File: config.mk
export PLATFORM = sky130hd
export DESIGN_NAME = write_back_stage
export DESIGN_NICKNAME = d
export VERILOG_FILES = /design/src/rtl/write_back_stage_pkg.sv /design/src/rtl/wb_fifo.sv /design/src/rtl/write_back_stage.sv
export SDC_FILE = /design/constraint.sdc
export NUM_CORES = 1
export LEC_CHECK = 0
export ABC_AREA = 1
export CELL_PAD_IN_SITES_DETAIL_PLACEMENT = 0
export CELL_PAD_IN_SITES_GLOBAL_PLACEMENT = 1
export CORE_AREA = 2 2 94 87
export DETAILED_ROUTE_END_ITERATION = 10
export DIE_AREA = 0 0 96 89
export GPL_TIMING_DRIVEN = 0
export HOLD_SLACK_MARGIN = 0.08
export PLACE_DENSITY_LB_ADDON = 0.1
export SETUP_SLACK_MARGIN = 0.4
export SKIP_CTS_REPAIR_TIMING = 1
export SYNTH_ARGS = -nofsm -noshare
export SYNTH_HDL_FRONTEND = slang
export SYNTH_SLANG_ARGS = --single-unit
export TNS_END_PERCENT = 30
File: constraint.sdc
create_clock -name clk -period 4.5 [get_ports clk]
set_clock_uncertainty 0.2 [all_clocks]
set_input_delay 0.675 -clock clk [delete_from_list [all_inputs] [get_ports clk]]
set_output_delay 0.675 -clock clk [all_outputs]
set_load 0.01 [all_outputs]
File: src/rtl/write_back_stage_pkg.sv
//------------------------------------------------------------------------------
// write_back_stage_pkg : default parameters and helpers for the write-back stage
// Rev 1.0
//------------------------------------------------------------------------------
`default_nettype none

package write_back_stage_pkg;

    // Buffer entries are packed as {we, rd, data}
    localparam int DEF_DW       = 8;
    localparam int DEF_AW       = 3;
    localparam int DEF_DEPTH    = 2;
    localparam int DEF_CW       = 16;
    localparam int DEF_ZERO_REG = 1;

    function automatic int ptr_w(input int depth);
        return (depth > 1) ? $clog2(depth) : 1;
    endfunction

endpackage

`default_nettype wire

File: src/rtl/wb_fifo.sv
//------------------------------------------------------------------------------
// wb_fifo : circular buffer of retiring ops, entries exposed oldest-first
// Rev 1.0
//------------------------------------------------------------------------------
`default_nettype none

module wb_fifo
    import write_back_stage_pkg::*;
#(
    parameter int DW    = DEF_DW,
    parameter int AW    = DEF_AW,
    parameter int DEPTH = DEF_DEPTH
) (
    input  logic                     clk,
    input  logic                     reset,
    input  logic                     push,
    input  logic                     pop,
    input  logic                     flush,
    input  logic                     push_we,
    input  logic [AW-1:0]            push_rd,
    input  logic [DW-1:0]            push_data,
    output logic                     full,
    output logic                     head_valid,
    output logic                     head_we,
    output logic [AW-1:0]            head_rd,
    output logic [DW-1:0]            head_data,
    output logic [DEPTH-1:0]         vis_valid,
    output logic [DEPTH-1:0]         vis_we,
    output logic [DEPTH-1:0][AW-1:0] vis_rd,
    output logic [DEPTH-1:0][DW-1:0] vis_data
);

    localparam int PW = ptr_w(DEPTH);
    localparam int EW = 1 + AW + DW;

    logic [EW-1:0] r_mem [DEPTH];
    logic [PW-1:0] r_wr_ptr;
    logic [PW-1:0] r_rd_ptr;
    logic [PW:0]   r_count;

    always_ff @(posedge clk) begin
        if (reset || flush) begin
            r_wr_ptr <= '0;
            r_rd_ptr <= '0;
            r_count  <= '0;
        end else begin
            if (push) r_wr_ptr <= r_wr_ptr + PW'(1);
            if (pop)  r_rd_ptr <= r_rd_ptr + PW'(1);
            case ({push, pop})
                2'b10:   r_count <= r_count + (PW+1)'(1);
                2'b01:   r_count <= r_count - (PW+1)'(1);
                default: r_count <= r_count;
            endcase
        end
    end

    always_ff @(posedge clk) begin
        if (push) r_mem[r_wr_ptr] <= {push_we, push_rd, push_data};
    end

    assign full       = (r_count == (PW+1)'(DEPTH));
    assign head_valid = (r_count != '0);
    assign {head_we, head_rd, head_data} = r_mem[r_rd_ptr];

    // Slot i is the i-th oldest entry; higher i means younger
    always_comb begin
        for (int i = 0; i < DEPTH; i++) begin
            logic [PW-1:0] idx;
            idx          = r_rd_ptr + PW'(i);
            vis_valid[i] = ((PW+1)'(i) < r_count);
            {vis_we[i], vis_rd[i], vis_data[i]} = r_mem[idx];
        end
    end

endmodule

`default_nettype wire

File: src/rtl/write_back_stage.sv
//------------------------------------------------------------------------------
// write_back_stage : result select, stall buffer, RF write port and forwarding
// Rev 1.0
//------------------------------------------------------------------------------
`default_nettype none

module write_back_stage
    import write_back_stage_pkg::*;
#(
    parameter int DW       = DEF_DW,
    parameter int AW       = DEF_AW,
    parameter int DEPTH    = DEF_DEPTH,
    parameter int CW       = DEF_CW,
    parameter int ZERO_REG = DEF_ZERO_REG
) (
    input  logic          clk,
    input  logic          reset,
    input  logic          dm_valid,
    output logic          dm_ready,
    input  logic          dm_sel_mem,
    input  logic [DW-1:0] dm_alu,
    input  logic [DW-1:0] dm_mem,
    input  logic [AW-1:0] dm_rd,
    input  logic          dm_we,
    input  logic          flush,
    input  logic          rf_ready,
    output logic          rf_we,
    output logic [AW-1:0] rf_addr,
    output logic [DW-1:0] rf_data,
    output logic [DW-1:0] ans_wb,
    input  logic [AW-1:0] src_rd,
    output logic          fwd_hit,
    output logic [DW-1:0] fwd_data,
    output logic [CW-1:0] retire_cnt
);

    localparam bit C_DROP_ZERO = (ZERO_REG != 0);

    logic                     w_full;
    logic                     w_head_valid;
    logic                     w_head_we;
    logic                     w_push;
    logic                     w_pop;
    logic                     w_store_we;
    logic [DW-1:0]            w_result;
    logic [DEPTH-1:0]         w_vis_valid;
    logic [DEPTH-1:0]         w_vis_we;
    logic [DEPTH-1:0][AW-1:0] w_vis_rd;
    logic [DEPTH-1:0][DW-1:0] w_vis_data;
    logic [DW-1:0]            r_ans_wb;
    logic [CW-1:0]            r_retire_cnt;

    assign w_result   = dm_sel_mem ? dm_mem : dm_alu;
    assign w_store_we = dm_we & ~(C_DROP_ZERO & (dm_rd == '0));
    assign dm_ready   = ~w_full;
    assign w_push     = dm_valid & ~w_full & ~flush;
    // Non-writing ops retire without waiting for the RF port
    assign w_pop      = w_head_valid & ~flush & (rf_ready | ~w_head_we);
    assign rf_we      = w_head_valid & w_head_we & ~flush;

    wb_fifo #(
        .DW    (DW),
        .AW    (AW),
        .DEPTH (DEPTH)
    ) u_fifo (
        .clk        (clk),
        .reset      (reset),
        .push       (w_push),
        .pop        (w_pop),
        .flush      (flush),
        .push_we    (w_store_we),
        .push_rd    (dm_rd),
        .push_data  (w_result),
        .full       (w_full),
        .head_valid (w_head_valid),
        .head_we    (w_head_we),
        .head_rd    (rf_addr),
        .head_data  (rf_data),
        .vis_valid  (w_vis_valid),
        .vis_we     (w_vis_we),
        .vis_rd     (w_vis_rd),
        .vis_data   (w_vis_data)
    );

    always_ff @(posedge clk) begin
        if (reset) begin
            r_ans_wb     <= '0;
            r_retire_cnt <= '0;
        end else if (w_pop) begin
            if (w_head_we) r_ans_wb <= rf_data;
            r_retire_cnt <= r_retire_cnt + CW'(1);
        end
    end

    assign ans_wb     = r_ans_wb;
    assign retire_cnt = r_retire_cnt;

    // Scan oldest to youngest so the youngest match overrides
    always_comb begin
        fwd_hit  = 1'b0;
        fwd_data = '0;
        for (int i = 0; i < DEPTH; i++) begin
            if (w_vis_valid[i] && w_vis_we[i] && (w_vis_rd[i] == src_rd)) begin
                fwd_hit  = 1'b1;
                fwd_data = w_vis_data[i];
            end
        end
    end

endmodule

`default_nettype wire

# After elaboration in Yosys (flattened, before gate mapping)
# Memory sizes are Yosys's and may differ from the RTL's. A register that Yosys moved wholly into a read port is not among the register bits.
# Index checks and enable logic that the tools add are counted.
[classes]
n_reduce_logical = 9
bitwise_logic = 12
n_mux = 10
eq_ne = 5
order_cmp = 2
n_addsub = 5
[op_table]
columns = ["operator", "n"]
rows = [
  ["8-bit 2-to-1 mux", 3],
  ["16-bit by 1-bit adder with 16-bit output (second input constant)", 1],
  ["1-bit bitwise AND", 7],
  ["3-bit equality test", 2],
  ["1-bit 2-to-1 mux", 6],
  ["2-bit equality test (second input constant)", 2],
  ["1-bit logical AND", 4],
  ["1-bit by 2-bit < comparator with 1-bit output (first input constant)", 2],
  ["1-bit NOT", 4],
  ["2-bit case mux with 2 select lines", 1],
  ["2-bit nonzero test", 2],
  ["3-bit logical NOT", 1],
  ["1-bit adder (second input constant)", 2],
  ["2-bit by 1-bit adder with 2-bit output (second input constant)", 1],
  ["2-bit by 1-bit equality test with 1-bit output (second input constant)", 1],
  ["2-bit AND reduction", 1],
  ["2-bit by 1-bit subtractor with 2-bit output (second input constant)", 1],
  ["1-bit logical OR", 1],
  ["1-bit OR", 1],
]
[word_totals]
inputBits = 29
output_inout_bits = 46
word_cells = 49
ram_bits = 24
memories = 1
regBits = 28
[memory_table]
columns = ["memory", "words", "width", "rd", "rd_ports_with_merged_regs", "wr", "line_no", "text"]
rows = [
  ["u_fifo.r_mem", 2, 12, 2, 1, 1, "wb_fifo.sv:36", "logic [EW-1:0] r_mem [DEPTH];"],
]

# Logic depth before layout (Yosys ltp)
# Gate-level depths: netlist of run 1.
[depth]
word_depth = 6
depth_mapped = 10

# Modules after synthesis
# Synthesis of run 1 repeated with hierarchy kept, for this count alone.
[hier_totals]
hier_cells = 360
area_unflattened_um2 = 2981.6
[by_module_without_submodules]
columns = ["module", "instances", "cells_per_inst", "area_per_inst_um2", "seq_area_each_um2"]
rows = [
  ["write_back_stage", 1, 220, 1549.0, 480.5],
  ["wb_fifo", 1, 140, 1432.6, 820.8],
]

# Worst setup path after synthesis of run 1
# OpenSTA, ideal clock, no wires.
[synth_timing]
path_kind = "input-to-output"
from = "in src_rd[0]"
to = "out fwd_data[3]"
required_ns = 3.625
slack_ns = 2.345
cell_stages = 7
t_arrival_ns = 1.280
path_cell_list = "inv_1 -> nand3_1 -> nand2_1 -> nand3_2 -> nor2_4 -> nand3_1 -> nand2_1"
[synth_between]
elab_chain_cells = 4
elab_cells_between_ends = 6
classes_between = "eq/ne: 2; mux: 2; reduce/logical: 2"
[synth_rtl]
columns = ["element", "line_no", "text"]
rows = [
  ["start, declared", "write_back_stage.sv:31", "input logic [AW-1:0] src_rd,"],
  ["3-bit equality test", "write_back_stage.sv:103", "if (w_vis_valid[i] && w_vis_we[i] && (w_vis_rd[i] == src_rd)) begin"],
  ["1-bit logical AND", "write_back_stage.sv:103", ""],
  ["8-bit 2-to-1 mux", "write_back_stage.sv:103", ""],
  ["8-bit 2-to-1 mux *", "write_back_stage.sv:103", ""],
  ["end, declared", "write_back_stage.sv:33", "output logic [DW-1:0] fwd_data,"],
]
# Every way passes the cells marked *; elsewhere a longest branch is shown, timed or not.

# Final worst setup path of run 1
[layout_timing]
from = "in src_rd[0]"
to = "out fwd_data[2]"
# Same word-level chain as after synthesis.

==> metrics.log, run 1 <==
INFO  metric clockRootBuffer = clkbuf_8
INFO  metric design.die.area = 8540 um2
INFO  metric synthesized_net_count = 384
INFO  metric area_delta_synth_final = 33.2%
INFO  metric num_rows = 30
INFO  metric synth_sequential_area_ratio = 46.5%
INFO  metric synth-async-reset-ratio = 0%
INFO  metric crit_path_frequent_cell = nand2_1
INFO  metric critical_path.cell_chain = clkdlybuf4s50_1, inv_1, nand2_1, nand2_1, nor2_4, nand2_4, clkinv_4, nand2_1, nand2_1, clkdlybuf4s50_1
INFO  metric setup-violations-final = 0
INFO  metric cts_tree = yes
INFO  metric cts-buffers-inserted = 5
INFO  metric cts_sinks = 53
INFO  metric grt_pass1_wl = 10700 um
INFO  metric use_met1 = 22.2%
INFO  metric cp_data_arrival_time = 2.44 ns
INFO  metric worst_path_max_delay_cell = clkdlybuf4s50_1
INFO  metric height_of_the_die = 89 um
INFO  metric ir_worst_vdd = 0.143 mV
INFO  metric cellPowerDensity = 246 nW/um2
INFO  metric total_count_of_max_transition_violations_in_the_final_report = 0
INFO  metric reg2regPathDepth = 5
INFO  metric final.setup.tns = 0 ns
INFO  metric postSynthCellCount = 350
INFO  metric layer_with_the_highest_usage_after_global_routing = met2
INFO  metric synth_top_cells_by_count = nand2_1 (92), nor2_1 (40), inv_1 (35)
INFO  metric critical_path_peak_fanout = 10
INFO  metric grt_antenna_before_repair = 0
INFO  metric worst_setup_path_end_kind = output port
INFO  metric timing_worst_slew_pin_value = 1.13 ns
INFO  metric synthesis.area = 2800 um2
INFO  metric clk_transition_reported_paths = 0.10 ns
INFO  metric grt.met2_usage = 26.8%
INFO  metric main_combinational_cell_family_by_area_after_synthesis = simple AND/OR/NAND/NOR gates
INFO  metric synth_cell_types = 28
INFO  metric data_required_critical_path = 3.62 ns
INFO  metric max_clk_rate = 302 MHz
INFO  metric min_period_over_period = 73.7%
INFO  metric wirelength_per_cell = 12.6 um
INFO  metric clock_tree.htree_level_count = 2
INFO  metric grt_overflow = 0
INFO  metric report.final.hold_viol_count = 0
INFO  metric vias_in_the_first_global_route = 2257
INFO  metric power.static_leakage = 0.00145 uW
INFO  metric core_area = 7470 um2
INFO  metric post_synth_and_or_nand_nor_area_fraction = 30.5%
INFO  metric edff_count_synth = 24
INFO  metric synth_top_area_cell = edfxtp_1
INFO  metric drt-total-wl = 6620 um
INFO  metric syn_area_per_cell = 7.99 um2
INFO  metric muxShareOfSynthArea = 3.22%
INFO  metric die_w = 96 um
INFO  metric insertedDiodeCount = 0
INFO  metric layout.filler_cells = 729
INFO  metric via_count = 2465
INFO  metric nets = 463
INFO  metric crit_path_start_kind = input pin
INFO  metric ys_dominant_reg_cell = dfxtp_1
INFO  metric number_of_buffers_added_on_ports = 72
INFO  metric ios = 75
INFO  metric bufs_and_invs_on_worst_path = 4
INFO  metric drive_gt1_share = 11.4%
INFO  metric grt_setup_unrepaired = false
INFO  metric clock_insertion_delay_worst_skew = 0.30 ns
INFO  metric antenna_left = 0
INFO  metric synthesized_area_fraction_occupied_by_ao_oa_aoi_and_oai_cells = 8.68%
INFO  metric totalPowerFinal = 915 uW
INFO  metric ys_ff_latch = 53
INFO  metric clockBufferDepth = 2
INFO  metric globalRouteMet3Util = 2.78%
INFO  metric synth_adder_area_share = 2.24%
INFO  metric synthDominantCellAreaShare = 25.8%
INFO  metric warnings_synthesis = 0
INFO  metric firstDrtPassIters = 4
INFO  metric synth_xor_area_share = 1.25%
INFO  metric worst-path-stages = 10
INFO  metric grt_start_max_net_pins = 17
INFO  metric layout_min_cycle_time = 3.32 ns
INFO  metric critical_path.top_delay_family = buffers and inverters
INFO  metric avgViaCountPerCell = 4.69
INFO  metric netlist_top_cells_area = edfxtp_1 (26%), dfxtp_1 (21%), nand2_1 (12%)
INFO  metric dp_hpwl = 5170 um
INFO  metric remaining_drc_errors = 0
INFO  metric hold_path.class = reg2reg
INFO  metric grt_use_total = 16.2%
INFO  metric maxCapViolations = 0
INFO  metric drtIter0Drc = 53
INFO  metric criticalPathCategory = in2out
INFO  metric place.gp.congestion = 0.745
INFO  metric hold_depth = 2
INFO  metric outcome = finished clean
INFO  metric cp_slowest_stage_delay = 0.54 ns
INFO  metric post-synth-top-count-cell = nand2_1
INFO  metric start_util = 37.4%
INFO  metric slew-limit-headroom = 24.2%
per-layer routing:
| layer | wire, um | part of all wire (%) |
|---|---|---|
| met3 | 354 | 5.3 |
| met4 | 49 | 0.74 |
| met1 | 3170 | 48 |
| met5 | 0 | 0 |
| met2 | 3050 | 46 |
kinds of logic after synthesis:
| logic type | after synthesis |
|---|---|
| AOI/OAI and AO/OA | 47 |
| muxes | 8 |
| xor gates and xnor gates | 4 |
| buffers and inverters | 47 |
| and+or+nand+nor | 186 |
| adders and majority gates | 5 |
| DFF | 53 |
registers in the layout (all words and copies together), names as in the netlist, named ones only:
name             count
u_fifo.r_mem        24
retire_cnt          16
ans_wb               8
u_fifo.r_count       2
u_fifo.r_rd_ptr      1
u_fifo.r_wr_ptr      1
metrics by stage:
step / std cells / utilization (%) / hold slack (ns) / setup slack (ns) / cell area, um2
after global routing: 526 / 49.8 / 0.296 / 1.04 / 3720
after detailed placement: 518 / 48.7 / 0.258 / 1.18 / 3640
after CTS: 526 / 49.8 / 0.272 / 1.18 / 3720
final: 526 / 49.8 / 0.271 / 1.18 / 3720
after floorplan: 350 / - / 0.286 / 2.35 / 2800
after global placement: 518 / 48.7 / 0.250 / 1.20 / 3640
power breakdown:
| group | leakage [uW] | total [uW] | internal, uW | switching, uW |
|---|---|---|---|---|
| clock | 0.0000490 | 271 | 113 | 158 |
| combinational | 0.000946 | 121 | 60.8 | 60.2 |
| sequential | 0.000454 | 523 | 516 | 6.89 |
| total | 0.00145 | 915 | 690 | 225 |
cell usage in the layout, fill, tap and decap left out, types with 3 or more instances in the layout:
master	n
edfxtp_1	24
clkbuf_1	3
nand3_2	4
buf_6	4
nor2_4	4
inv_2	3
ha_1	5
mux2_2	8
nand2_1	92
nand2_4	3
clkbuf_8	5
dfxtp_1	29
inv_1	35
nor2_1	40
clkdlybuf4s50_1	72
o21ai_0	27
nor3_1	3
nand3_1	24
nand2_2	10
a21oi_1	16
tightest hold or removal path: stages, from the launching register on:
cell	delay (ns)
dfxtp_1	0.32
nand2_1	0.06
a21oi_1	0.05
worst paths after layout:
kind / start / to / slack, ns
min reg2reg: ans_wb[1]$_SDFFE_PP0P_ / ans_wb[1]$_SDFFE_PP0P_ / 0.27
min: ans_wb[1]$_SDFFE_PP0P_ / ans_wb[1]$_SDFFE_PP0P_ / 0.27
max reg2reg: u_fifo.r_count[0]$_SDFFE_PP0P_ / u_fifo.r_mem[0][6]$_DFFE_PP_ / 2.18
max: src_rd[0] / fwd_data[2] / 1.18
layout make-up:
cell class	count	area (um2)	area share, %
Inverter	39	151	4.07
Tap cell	96	120	3.23
Multi-Input combinational cell	250	1280	34.4
Clock inverter	2	12.5	0.336
Timing Repair Buffer	72	721	19.4
Clock buffer	6	73.8	1.98
Buffer	8	61.3	1.65
Sequential cell	53	1300	34.9
Power figures use the tool's default switching activity.
==> inputs of run 2 (changes only) <==
--- a/config.mk
+++ b/config.mk
@@ -8,9 +8,9 @@
 export ABC_AREA = 1
 export CELL_PAD_IN_SITES_DETAIL_PLACEMENT = 0
 export CELL_PAD_IN_SITES_GLOBAL_PLACEMENT = 1
-export CORE_AREA = 2 2 94 87
+export CORE_AREA = 2 2 102 94
 export DETAILED_ROUTE_END_ITERATION = 10
-export DIE_AREA = 0 0 96 89
+export DIE_AREA = 0 0 104 96
 export GPL_TIMING_DRIVEN = 0
 export HOLD_SLACK_MARGIN = 0.08
 export PLACE_DENSITY_LB_ADDON = 0.1
==> constraint.sdc (replaced) <==
create_clock -name clk -period 2.85 [get_ports clk]
set_clock_uncertainty 0.2 [all_clocks]
set_input_delay 0.4275 -clock clk [delete_from_list [all_inputs] [get_ports clk]]
set_output_delay 0.4275 -clock clk [all_outputs]
set_load 0.01 [all_outputs]
==> metrics.log, run 2 (same netlist as run 1, synthesis figures left out) <==
INFO  metric outcome = finished clean (unchanged)
INFO  metric num_rows = 33 (was 30)
INFO  metric grt_pass1_wl = 11500 um (was 10700 um)
INFO  metric nets = 478 (was 463)
INFO  metric layout.filler_cells = 937 (was 729)
INFO  metric antenna_left = 0 (unchanged)
INFO  metric crit_path_start_kind = register (was input pin)
INFO  metric drtIter0Drc = 66 (was 53)
INFO  metric vias_in_the_first_global_route = 2416 (was 2257)
INFO  metric registers.top_by_ff_count = u_fifo.r_mem (unchanged)
INFO  metric critical_path_peak_fanout = 10 (unchanged)
INFO  metric place.gp.congestion = 0.784 (was 0.745)
INFO  metric via_count = 2560 (was 2465)
INFO  metric setup-violations-final = 0 (unchanged)
INFO  metric slew-limit-headroom = 19.1% (was 24.2%)
INFO  metric drt-total-wl = 7220 um (was 6620 um)
INFO  metric maxCapViolations = 0 (unchanged)
INFO  metric wirelength_per_cell = 12.7 um (was 12.6 um)
INFO  metric layout_min_cycle_time = 2.53 ns
INFO  metric grt_use_total = 14.6% (was 16.2%)
INFO  metric dp_hpwl = 5400 um (was 5170 um)
INFO  metric layout.cells.non_filler = 567 (was 526)
INFO  metric max_clk_rate = 396 MHz
INFO  metric worst_hold_startpoint = ans_wb[4]$_SDFFE_PP0P_ (was ans_wb[1]$_SDFFE_PP0P_)
INFO  metric insertedDiodeCount = 0 (unchanged)
INFO  metric report.final.hold_viol_count = 0 (unchanged)
INFO  metric cts_tree = yes (unchanged)
INFO  metric final_cell_mix = nand2_1 (90), clkdlybuf4s50_1 (60), nor2_1 (38) (was nand2_1 (92), clkdlybuf4s50_1 (72), nor2_1 (40))
INFO  metric grt_start_max_net_pins = 17 (unchanged)
INFO  metric core_area = 8920 um2 (was 7470 um2)
INFO  metric avgViaCountPerCell = 4.51 (was 4.69)
INFO  metric clock_tree.htree_level_count = 2 (unchanged)
INFO  metric cellPowerDensity = 386 nW/um2 (was 246 nW/um2)
INFO  metric clock_insertion_delay_worst_skew = 0.30 ns (about the same)
INFO  metric die_w = 104 um (was 96 um)
INFO  metric clockBufferDepth = 2 (unchanged)
INFO  metric cts-buffers-inserted = 5 (unchanged)
INFO  metric worst_setup_path_end_kind = output port (unchanged)
INFO  metric cp_data_arrival_time = 1.90 ns (was 2.44 ns)
INFO  metric finish.utilization = 44.5% (was 49.8%)
INFO  metric grt_antenna_before_repair = 0 (unchanged)
INFO  metric hold_path.class = reg2reg (unchanged)
INFO  metric firstDrtPassIters = 6 (was 4)
INFO  metric grt_overflow = 0 (unchanged)
INFO  metric drive_gt1_share = 18.7% (was 11.4%)
INFO  metric number_of_buffers_added_on_ports = 72 (unchanged)
INFO  metric design.die.area = 9980 um2 (was 8540 um2)
INFO  metric layout.cells.most_common = nand2_1 (unchanged)
INFO  metric clk_transition_reported_paths = 0.10 ns (about the same)
INFO  metric timing_worst_slew_pin_value = 1.21 ns (was 1.13 ns)
INFO  metric total_count_of_max_transition_violations_in_the_final_report = 0 (unchanged)
INFO  metric criticalPathCategory = reg2out (was in2out)
INFO  metric start_util = 31.4% (was 37.4%)
INFO  metric min_period_over_period = 88.7%
INFO  metric ios = 75 (unchanged)
INFO  metric grt_setup_unrepaired = true (was false)
INFO  metric data_required_critical_path = 2.22 ns (was 3.62 ns)
INFO  metric height_of_the_die = 96 um (was 89 um)
INFO  metric largest_reg_flops = 24 (unchanged)
INFO  metric cts_sinks = 53 (unchanged)
INFO  metric clockRootBuffer = clkbuf_8 (unchanged)
INFO  metric placed_cells = 544 (was 518)
INFO  metric ir_worst_vdd = 0.214 mV (was 0.143 mV)
INFO  metric power.static_leakage = 0.00163 uW (was 0.00145 uW)
INFO  metric remaining_drc_errors = 0 (unchanged)
INFO  metric area_delta_synth_final = 42.0% (was 33.2%)
INFO  metric rr_startpoint = u_fifo.r_count[0]$_SDFFE_PP0P_ (unchanged)
[run 2: cell count changes in the layout (fill, tap and decap cells not counted), sizes merged]
cell | previous run | this run
clkdlybuf4s50 | 72 | 60
clkinvlp | 0 | 1
dlymetal6s2s | 0 | 5
buf | 5 | 24
clkbuf | 9 | 11
clkinv | 1 | 2
inv | 40 | 38
bufinv | 0 | 1
[run 2: final timing paths]
kind | end | slack, ns | cells past startpoint
worst max-delay path | rf_data[2] | 0.32 | 5
worst min-delay path | ans_wb[4]$_SDFFE_PP0P_ | 0.27 | 2
worst max register to register | u_fifo.r_mem[1][6]$_DFFE_PP_ | 0.49 | 5
worst min register to register | ans_wb[4]$_SDFFE_PP0P_ | 0.27 | 2
[run 2: area by class of cell]
cell class | count | area [um2] | area share (%)
Multi-Input combinational cell | 250 | 1310 | 33.1
Sequential cell | 53 | 1310 | 33.0
Timing Repair Buffer | 87 | 860 | 21.7
Inverter | 39 | 156 | 3.94
Tap cell | 122 | 153 | 3.84
Clock buffer | 5 | 68.8 | 1.73
Buffer | 8 | 66.3 | 1.67
Clock inverter | 3 | 41.3 | 1.04
[run 2: where the power goes]
group	total [uW]	switching [uW]	internal, uW	leakage (uW)
registers	825	10.9	814	0.000457
logic	202	99.8	102	0.00112
clock network	508	249	259	0.0000518
[run 2: worst max-delay path, stage by stage (launching register included)]
cell and delay, ns:
dfxtp_4 0.38, inv_6 0.05, buf_8 0.13, buf_6 0.14, o21ai_1 0.26, clkdlybuf4s50_1 0.64
[run 2: through the flow]
stage	hold WS (ns)	TNS (ns)	setup slack [ns]	instance area, um2	total power, uW
2_1_floorplan	0.286	0	0.857	2800	939
3_3_place_gp	0.249	0	0.0417	3670	1040
3_5_place_dp	0.262	0	0.0286	3670	1040
4_1_cts	0.272	-0.516	-0.0925	3780	1550
5_1_grt	0.311	0	0.195	3970	1610
6_report	0.273	0	0.323	3970	1530
[run 2: per-layer routing]
metal  GRT usage [%]  wire length [um]
met3            3.52               373
met2            24.9              3320
met5               0                 0
met4            4.73               138
met1            18.3              3390
==> inputs of run 3 (changes only) <==
--- a/config.mk
+++ b/config.mk
@@ -11,7 +11,6 @@
 export CORE_AREA = 2 2 102 94
 export DETAILED_ROUTE_END_ITERATION = 10
 export DIE_AREA = 0 0 104 96
-export GPL_TIMING_DRIVEN = 0
 export HOLD_SLACK_MARGIN = 0.08
 export PLACE_DENSITY_LB_ADDON = 0.1
 export SETUP_SLACK_MARGIN = 0.4
==> metrics.log, run 3 (same netlist as run 1, synthesis figures left out) <==
INFO  metric nets = 476 (was 478)
INFO  metric grt_use_total = 14.1% (was 14.6%)
INFO  metric avgViaCountPerCell = 4.41 (was 4.51)
INFO  metric data_required_critical_path = 2.22 ns (about the same)
INFO  metric rr_startpoint = u_fifo.r_count[0]$_SDFFE_PP0P_ (unchanged)
INFO  metric cts-buffers-inserted = 5 (unchanged)
INFO  metric registers.top_by_ff_count = u_fifo.r_mem (unchanged)
INFO  metric drt-total-wl = 6840 um (was 7220 um)
INFO  metric cts_tree = yes (unchanged)
INFO  metric clock_tree.htree_level_count = 2 (unchanged)
INFO  metric core_area = 8920 um2 (unchanged)
INFO  metric max_clk_rate = 401 MHz (was 396 MHz)
INFO  metric dp_hpwl = 5210 um (was 5400 um)
INFO  metric clockBufferDepth = 2 (unchanged)
INFO  metric power.switching = 357 uW (was 359 uW)
INFO  metric slew-limit-headroom = 73.8% (was 19.1%)
INFO  metric layout_min_cycle_time = 2.50 ns (was 2.53 ns)
INFO  metric die_w = 104 um (unchanged)
INFO  metric design.die.area = 9980 um2 (unchanged)
INFO  metric num_rows = 33 (unchanged)
INFO  metric dp_slack = 0.0718 ns (was 0.0286 ns)
INFO  metric cellPowerDensity = 366 nW/um2 (was 386 nW/um2)
INFO  metric critical_path_peak_fanout = 16 (was 10)
INFO  metric criticalPathCategory = reg2out (unchanged)
INFO  metric layout.filler_cells = 912 (was 937)
INFO  metric grt_start_max_net_pins = 18 (was 17)
INFO  metric crit_path_start_kind = register (unchanged)
INFO  metric drive_gt1_share = 17.2% (was 18.7%)
INFO  metric insertedDiodeCount = 0 (unchanged)
INFO  metric seqPwrFrac = 56.9% (was 53.8%)
INFO  metric area_delta_synth_final = 41.6% (was 42.0%)
INFO  metric setup-violations-final = 0 (unchanged)
INFO  metric antenna_left = 0 (unchanged)
INFO  metric remaining_drc_errors = 0 (unchanged)
INFO  metric ios = 75 (unchanged)
INFO  metric timing.final.ws_setup = 0.354 ns (was 0.323 ns)
INFO  metric final_cell_mix = nand2_1 (90), clkdlybuf4s50_1 (62), nor2_1 (38) (was nand2_1 (90), clkdlybuf4s50_1 (60), nor2_1 (38))
INFO  metric totalPowerFinal = 1450 uW (was 1530 uW)
INFO  metric critPathCapture = rf_data[5] (was rf_data[2])
INFO  metric hold_path.class = reg2reg (unchanged)
INFO  metric cts_sinks = 53 (unchanged)
INFO  metric start_util = 31.4% (unchanged)
INFO  metric largest_reg_flops = 24 (unchanged)
INFO  metric wirelength_per_cell = 12.1 um (was 12.7 um)
INFO  metric p_sw_share = 24.7% (was 23.4%)
INFO  metric number_of_buffers_added_on_ports = 74 (was 72)
INFO  metric firstDrtPassIters = 4 (was 6)
INFO  metric drtIter0Drc = 52 (was 66)
INFO  metric report.final.hold_viol_count = 0 (unchanged)
INFO  metric cp_data_arrival_time = 1.87 ns (was 1.90 ns)
INFO  metric clockRootBuffer = clkbuf_8 (unchanged)
INFO  metric clock_power_share = 28.9% (was 33.1%)
INFO  metric outcome = finished clean (unchanged)
INFO  metric ir_worst_vdd = 0.234 mV (was 0.214 mV)
INFO  metric place.gp.congestion = 0.748 (was 0.784)
INFO  metric grt_setup_unrepaired = true (unchanged)
INFO  metric reg2reg_to = u_fifo.r_count[1]$_SDFFE_PP0P_ (was u_fifo.r_mem[1][6]$_DFFE_PP_)
INFO  metric timing_worst_slew_pin_value = 0.392 ns (was 1.21 ns)
INFO  metric power.static_leakage = 0.00170 uW (was 0.00163 uW)
INFO  metric final.setup.tns = 0 ns (unchanged)
INFO  metric clock_insertion_delay_worst_skew = 0.30 ns (about the same)
INFO  metric clk_transition_reported_paths = 0.10 ns (about the same)
INFO  metric worst_setup_path_end_kind = output port (unchanged)
INFO  metric total_count_of_max_transition_violations_in_the_final_report = 0 (unchanged)
INFO  metric p_comb_share = 14.3% (was 13.2%)
INFO  metric finish.utilization = 44.4% (was 44.5%)
INFO  metric via_count = 2492 (was 2560)
INFO  metric r2r_setup_slack = 0.78 ns (was 0.49 ns)
INFO  metric grt_antenna_before_repair = 0 (unchanged)
INFO  metric vias_in_the_first_global_route = 2406 (was 2416)
INFO  metric layout.cells.most_common = nand2_1 (unchanged)
INFO  metric min_period_over_period = 87.6% (was 88.7%)
INFO  metric grt_pass1_wl = 11300 um (was 11500 um)
INFO  metric grt_overflow = 0 (unchanged)
INFO  metric maxCapViolations = 0 (unchanged)
INFO  metric reg2regPathDepth = 9 (was 5)
INFO  metric height_of_the_die = 96 um (unchanged)
INFO  metric hold_depth = 2 (unchanged)
INFO  metric p_int = 1090 uW (was 1170 uW)
run 3: cell types whose count changed in the layout (fill, tap and decap cells not counted), sizes merged:
| cell | change |
|---|---|
| buf | -3 |
| bufinv | -1 |
| clkbuf | -6 |
| clkdlybuf4s50 | +2 |
| clkinv | -2 |
| clkinvlp | -1 |
| dlymetal6s2s | +5 |
| inv | +4 |
run 3: how the worst min path moves through the flow:
stage                     slack [ns]                    from                      to
final                           0.27  ans_wb[4]$_SDFFE_PP0P_  ans_wb[4]$_SDFFE_PP0P_
after global routing            0.30  ans_wb[4]$_SDFFE_PP0P_  ans_wb[4]$_SDFFE_PP0P_
after CTS                       0.27  ans_wb[4]$_SDFFE_PP0P_  ans_wb[4]$_SDFFE_PP0P_
after detailed placement        0.25  ans_wb[5]$_SDFFE_PP0P_  ans_wb[5]$_SDFFE_PP0P_
after global placement          0.25  ans_wb[4]$_SDFFE_PP0P_  ans_wb[4]$_SDFFE_PP0P_
after floorplan                 0.29  ans_wb[1]$_SDFFE_PP0P_  ans_wb[1]$_SDFFE_PP0P_
run 3: stage by stage:
step / instances / cell area [um2] / hold slack (ns)
floorplan: 350 / 2800 / 0.286
global placement: 549 / 3710 / 0.250
detailed placement: 549 / 3710 / 0.252
CTS: 557 / 3800 / 0.268
global route: 565 / 3960 / 0.301
finish: 565 / 3960 / 0.266
run 3: final cells by class:
class	instances	area, um2	share of cell area [%]
inverters	39	159	4.01
repair buffers	93	926	23.4
well taps	122	153	3.85
multi-input cells	250	1320	33.4
clock buffers	5	68.8	1.74
flip-flops and latches	53	1310	33.2
clock inverters	3	16.3	0.411
run 3: layer usage:
layer | share of wire [%] | track usage [%] | wire length [um] | vias to the layer above
li1 | - | - | - | 1326
met1 | 48 | 18.9 | 3300 | 1111
met2 | 47 | 23.6 | 3190 | 51
met3 | 4.1 | 2.98 | 283 | 4
met4 | 0.95 | 3.49 | 65 | 0
met5 | 0 | 0 | 0 | -
run 3: power by group through the flow:
stage / Clock [uW] / Sequential, uW / Combinational, uW
global route: 476 / 827 / 229
floorplan: 0 / 843 / 96.4
finish: 419 / 824 / 207
CTS: 439 / 826 / 204
global placement: 0 / 843 / 202
detailed placement: 0 / 843 / 203
run 3: critical path: stages, from the launching register on:
cell	delay (ns)
dfxtp_4	0.40
inv_4	0.06
buf_4	0.19
o21ai_0	0.23
buf_4	0.16
clkdlybuf4s50_1	0.53
